==> src/rtl/fifo_flops_flags.sv <==
// -----------------------------------------------------------------------------
// fifo_flops_flags
//   Flop-based synchronous FIFO with first-word fall-through output,
//   occupancy count, almost-full/almost-empty thresholds, sticky
//   overflow/underflow flags and a selectable full policy.
//
// Parameters
//   DEPTH    : number of entries (>= 2, any value, not only powers of two)
//   BITS     : data word width
//   AF_LVL   : almost_full when count >= AF_LVL (1..DEPTH)
//   AE_LVL   : almost_empty when count <= AE_LVL (0..DEPTH-1, < AF_LVL)
//   OVF_MODE : 0 = drop the incoming word when full, 1 = overwrite oldest
//
// Ports
//   clk          : clock, all state changes on the rising edge
//   rst          : asynchronous active-low reset
//   Din          : write data
//   push / pop   : write / read requests
//   clr_err      : clears the sticky error flags (a new error on the same
//                  edge takes priority)
//   Dout         : head-of-queue word, 0 while empty
//   pndng        : FIFO holds at least one word
//   full         : count == DEPTH
//   almost_full  : count >= AF_LVL
//   almost_empty : count <= AE_LVL
//   count        : current occupancy
//   overflow     : sticky, push attempted while full (without a pop)
//   underflow    : sticky, pop attempted while empty
// -----------------------------------------------------------------------------
module fifo_flops_flags #(
    parameter int DEPTH    = 16,
    parameter int BITS     = 16,
    parameter int AF_LVL   = 12,
    parameter int AE_LVL   = 4,
    parameter int OVF_MODE = 0
) (
    input  logic                         clk,
    input  logic                         rst,
    input  logic [BITS-1:0]              Din,
    input  logic                         push,
    input  logic                         pop,
    input  logic                         clr_err,
    output logic [BITS-1:0]              Dout,
    output logic                         pndng,
    output logic                         full,
    output logic                         almost_full,
    output logic                         almost_empty,
    output logic [$clog2(DEPTH+1)-1:0]   count,
    output logic                         overflow,
    output logic                         underflow
);

    localparam int CW = $clog2(DEPTH + 1);
    localparam int PW = (DEPTH > 1) ? $clog2(DEPTH) : 1;

    // Elaboration-time parameter sanity checks.
    generate
        if (DEPTH < 2) begin : g_bad_depth
            $error("fifo_flops_flags: DEPTH must be >= 2");
        end
        if (BITS < 1) begin : g_bad_bits
            $error("fifo_flops_flags: BITS must be >= 1");
        end
        if (AF_LVL < 1 || AF_LVL > DEPTH) begin : g_bad_af
            $error("fifo_flops_flags: AF_LVL must be in 1..DEPTH");
        end
        if (AE_LVL < 0 || AE_LVL > DEPTH - 1) begin : g_bad_ae
            $error("fifo_flops_flags: AE_LVL must be in 0..DEPTH-1");
        end
        if (AE_LVL >= AF_LVL) begin : g_bad_order
            $error("fifo_flops_flags: AE_LVL must be below AF_LVL");
        end
        if (OVF_MODE != 0 && OVF_MODE != 1) begin : g_bad_mode
            $error("fifo_flops_flags: OVF_MODE must be 0 or 1");
        end
    endgenerate

    // Storage is intentionally not reset; only pointers and count are.
    logic [BITS-1:0] mem [DEPTH];

    logic [PW-1:0] wr_ptr_reg, wr_ptr_next;
    logic [PW-1:0] rd_ptr_reg, rd_ptr_next;
    logic [CW-1:0] count_reg, count_next;
    logic          overflow_reg, overflow_next;
    logic          underflow_reg, underflow_next;

    logic is_full;
    logic is_empty;
    logic wr_en;
    logic rd_adv;
    logic ovf_event;
    logic unf_event;

    // Explicit wrap so non-power-of-two depths work.
    function automatic logic [PW-1:0] ptr_inc(input logic [PW-1:0] p);
        return (p == PW'(DEPTH - 1)) ? '0 : p + PW'(1);
    endfunction

    assign is_full  = (count_reg == CW'(DEPTH));
    assign is_empty = (count_reg == '0);

    // A write happens unless the FIFO is full with no pop in drop mode.
    // When empty, a simultaneous pop is ignored so the push still lands.
    assign wr_en = push && (!is_full || pop || (OVF_MODE != 0));

    // The read pointer moves on a real pop, or when an overwrite evicts
    // the oldest word.
    assign rd_adv = (pop && !is_empty) ||
                    (push && !pop && is_full && (OVF_MODE != 0));

    assign ovf_event = push && !pop && is_full;
    assign unf_event = pop && is_empty;

    always_comb begin
        wr_ptr_next    = wr_en  ? ptr_inc(wr_ptr_reg) : wr_ptr_reg;
        rd_ptr_next    = rd_adv ? ptr_inc(rd_ptr_reg) : rd_ptr_reg;
        count_next     = count_reg;
        unique case ({wr_en, rd_adv})
            2'b10:   count_next = count_reg + CW'(1);
            2'b01:   count_next = count_reg - CW'(1);
            default: count_next = count_reg;
        endcase
        // Set has priority over clear.
        overflow_next  = ovf_event ? 1'b1 : (clr_err ? 1'b0 : overflow_reg);
        underflow_next = unf_event ? 1'b1 : (clr_err ? 1'b0 : underflow_reg);
    end

    always_ff @(posedge clk or negedge rst) begin
        if (!rst) begin
            wr_ptr_reg    <= '0;
            rd_ptr_reg    <= '0;
            count_reg     <= '0;
            overflow_reg  <= 1'b0;
            underflow_reg <= 1'b0;
        end else begin
            wr_ptr_reg    <= wr_ptr_next;
            rd_ptr_reg    <= rd_ptr_next;
            count_reg     <= count_next;
            overflow_reg  <= overflow_next;
            underflow_reg <= underflow_next;
        end
    end

    always_ff @(posedge clk) begin
        if (wr_en) begin
            mem[wr_ptr_reg] <= Din;
        end
    end

    // Flags decode the registered count only.
    assign count        = count_reg;
    assign pndng        = !is_empty;
    assign full         = is_full;
    assign almost_full  = (count_reg >= CW'(AF_LVL));
    assign almost_empty = (count_reg <= CW'(AE_LVL));
    assign overflow     = overflow_reg;
    assign underflow    = underflow_reg;
    assign Dout         = is_empty ? '0 : mem[rd_ptr_reg];

endmodule

==> config.mk <==
export PLATFORM = sky130hd
export DESIGN_NAME = fifo_flops_flags
export DESIGN_NICKNAME = d
export VERILOG_FILES = /design/src/rtl/fifo_flops_flags.sv
export SDC_FILE = /design/constraint.sdc
export NUM_CORES = 1
export LEC_CHECK = 0
export ABC_AREA = 1
export CAP_MARGIN = 10
export CORE_ASPECT_RATIO = 0.6
export CORE_MARGIN = 2
export CORE_UTILIZATION = 62
export CTS_BUF_LIST = sky130_fd_sc_hd__clkbuf_4 sky130_fd_sc_hd__clkbuf_8
export CTS_CLUSTER_SIZE = 24
export DETAILED_ROUTE_END_ITERATION = 16
export PLACE_DENSITY = 0.81
export SYNTH_ARGS = -nofsm -noshare
export SYNTH_HDL_FRONTEND = slang
export SYNTH_SLANG_ARGS = --single-unit
==> constraint.sdc <==
create_clock -name clk -period 4.98 [get_ports clk]
set_input_delay 1.245 -clock clk [delete_from_list [all_inputs] [get_ports clk]]
set_output_delay 1.245 -clock clk [all_outputs]
set_load 0.01 [all_outputs]
==> key figures <==
Critical path
  • CP max-delay cell: dfrtp_4
  • WS Path Type: reg -> out
  • R2R cell count: 16
  • Slowest stage delay, CP: slightly above 0.8 ns
  • Crit-path max FO: 97
  • Worst Setup EP: Dout[4]
  • Worst Setup Start Kind: register
  • R2r setup slk: 1.96 ns
  • Total stage count of the critical path: 8
  • Critical Path Start: rd_ptr_reg[0]$_DFFE_PN0P_
  • Top delay family on crit path: buffers and inverters
  • CP arrival: 3.12 ns
  • R2R Path Start: count[3]$_DFFE_PN0P_
  • Worst path bufs/invs: 2
  • R2r endpoint: count[4]$_DFFE_PN0P_
  • Crit-path cells: buf_12 -> nand2_1 -> nand3_1 -> nand3_1 -> nand3_1 -> nand2_1 -> nor2_1 -> clkdlybuf4s50_1
  • Critical Path RT: around 3.7 ns
  • Most frequent CP cell: nand3_1
  • CP endpoint kind: output pin

Timing
  • Slew margin rel.: between 15 and 20%
  • Fin crit period: around 4.4 ns
  • Final slew viol count: 0
  • Final setup TNS: 0 ns
  • Final Cycle Share: 87.7%
  • Final Hold Vio Count: 0
  • Actual slew at the worst max-slew pin: 1.24 ns
  • Worst clock skew: 0.0189 ns
  • RSZ-0062 raised after global routing: false
  • Final setup vio count: 0
  • FMAX: 0.229 GHz

Clock network
  • Clk sinks: 271
  • Hold_buf cts: 0
  • CTS tree: done
  • Root buffer cell: clkbuf_8
  • H-tree lvl count: 2
  • CTS Buffer Depth: 3
  • Post-cts sizing count: 0
  • Clock transition at path regs: 0.07 ns
  • Post-CTS setup buffer count: 0
  • TritonCTS buffer count: 38
  • Clock Latency Late Sink: 0.52 ns

Place
  • Placed cell count: 1260
  • Port bufs: 47
  • Detail Placement HPWL: around 16 mm
  • Gp weighted congestion: around 0.8

Run
  • Max Cap Viol: 0

Layout
  • Max reg flops: 256
  • Layout net count: 1089
  • Commonest non-fill, non-tap cell in the layout: nand2_1
  • Ratio of cells with drive above 1 in the final layout: 9.98%
  • ANT cells: 0
  • Most frequent cells in the layout: nand2_1 (368), edfxtp_1 (256), nand3_1 (95)
  • Fin cells: 1322
  • Fillcell total: around 1200
  • Area growth from synthesis to layout: 12.8%
  • Area of the multi-input gates: 2810 um^2
  • Seq. cell area: 8070 um^2

Floorplan
  • Chip height: about 110 um
  • # IOs: 48
  • Die ar.: 19300 um^2
  • Chip width: 178 um
  • Initial Util: 62.8%
  • Rows: 38
  • Core ar.: 17900 um^2

Global route
  • First-pass GRT wire length: 42.1 mm
  • Initial antenna violation count: 0
  • Tot GR Track Use: around 30%
  • Vias in the first global route: approximately 7400
  • Largest net degree at the start of global routing: 98
  • Global route overflow: 0

Synth
  • Syn_nets: approximately 1000
  • Gate Count Post-Synth: 998
  • Synth Register Bits: 271
  • Synth Warn #: 0
  • Syn Std Cell Area: around 11000 um^2
  • Post-synthesis sequential area ratio: between 70% and 80%
  • Avg Inst Size Synth: ~11 um^2
  • Cell variety after synth: 25

Route
  • DR iter-0 viols: 950
  • Via density: 5.87
  • Residual DRC: 0
  • DR pass1 iterations: 5
  • DR WL/cell: 21.2 um
  • Post-route ant nets: 0
  • Final wirelength: 28.0 mm
  • Vias: 7758

Run status
  • Status: finished, final reports clean

Power
  • Leak Pwr: 4.88 nW
  • Worst vdd ir: 280 uV
  • Power per Cell Area: 575 nW/um^2

Min path
  • Hold WC Path Type: reg -> reg
[cells by family (layout without fill, tap and decap cells)]
logic type / after synthesis / after routing / share of synthesized area (%)
simple gates: 511 / 511 / 18.5
flops: 271 / 271 / 71.6
compound gates: 110 / 110 / 4.90
buf+inv: 94 / 178 / 3.78
fa+ha+maj: 8 / 8 / 0.889
xor+xnor: 4 / 4 / 0.311
[cells in the mapped netlist]
cell type	number	area [um^2]
a21oi_1	83	415
buf_1	5	18.8
buf_2	31	155
buf_4	7	52.6
buf_6	1	11.3
clkbuf_1	6	22.5
dfrtp_1	15	375
edfxtp_1	256	7690
ha_1	8	100
inv_1	40	150
inv_2	4	15.0
nand2_1	368	1380
nand2_4	2	22.5
nand3_1	95	475
nand3_2	2	20.0
nand3b_1	1	7.51
nor2_1	38	143
nor2_2	3	18.8
nor2_4	1	11.3
nor3_1	1	5.00
o21ai_0	23	115
o21ai_1	3	15.0
o22ai_1	1	6.26
xnor2_1	2	17.5
xor2_1	2	17.5
[power breakdown]
part / switching (mW) / internal [mW]
clock: 0.794 / 0.800
combinational: 1.84 / 0.960
sequential: 0.175 / 2.73
total: 2.81 / 4.49
[worst reg2reg max path, stage by stage (launching register included)]
cell and delay, ns:
dfrtp_1 0.46, nor2_2 0.21, nand3_2 0.55, nand2_1 0.33, inv_2 0.12, ha_1 0.29
nand2_1 0.11, inv_1 0.05, nor2_1 0.12, ha_1 0.16, inv_1 0.04, nand2_1 0.09
nand3_1 0.12, nand2_1 0.09, nand2_1 0.05, nand3_1 0.06, nand2_1 0.05
[area by class of cell]
type | instances | share of cell area, %
flip-flops and latches | 271 | 63.5
multi-input cells | 633 | 22.1
repair buffers | 72 | 5.38
clock buffers | 48 | 4.81
well taps | 240 | 2.36
inverters | 44 | 1.31
clock inverters | 14 | 0.502
[per-layer routing]
layer	vias up	global-route usage (%)	share of wire (%)
li1	3539	-	-
met4	0	11.5	3.1
met1	3669	43.0	41
met3	68	7.98	12
met2	482	44.4	44
met5	-	0	0
[worst min path at each step]
stage | slack, ns | endpoint | cells past startpoint | from
6_report | 0.53 | underflow$_DFFE_PN0P_ | 2 | underflow$_DFFE_PN0P_
2_1_floorplan | 0.52 | wr_ptr_reg[2]$_DFFE_PN0P_ | 2 | wr_ptr_reg[2]$_DFFE_PN0P_
4_1_cts | 0.54 | underflow$_DFFE_PN0P_ | 2 | underflow$_DFFE_PN0P_
3_5_place_dp | 0.53 | underflow$_DFFE_PN0P_ | 2 | underflow$_DFFE_PN0P_
5_1_grt | 0.57 | underflow$_DFFE_PN0P_ | 2 | underflow$_DFFE_PN0P_
3_3_place_gp | 0.51 | overflow$_DFFE_PN0P_ | 2 | overflow$_DFFE_PN0P_
[per-stage QoR]
step,hold WS [ns],utilization [%],setup WS (ns),area [um^2],power (mW)
4_1_cts,0.537,70.9,0.649,12700,7.27
3_3_place_gp,0.514,67.1,1.22,12000,5.63
6_report,0.534,70.9,0.612,12700,7.30
2_1_floorplan,0.525,-,2.09,11300,4.59
5_1_grt,0.566,70.9,0.452,12700,7.68
3_5_place_dp,0.526,67.1,1.21,12000,5.70
(Power assumes the default switching activity.)
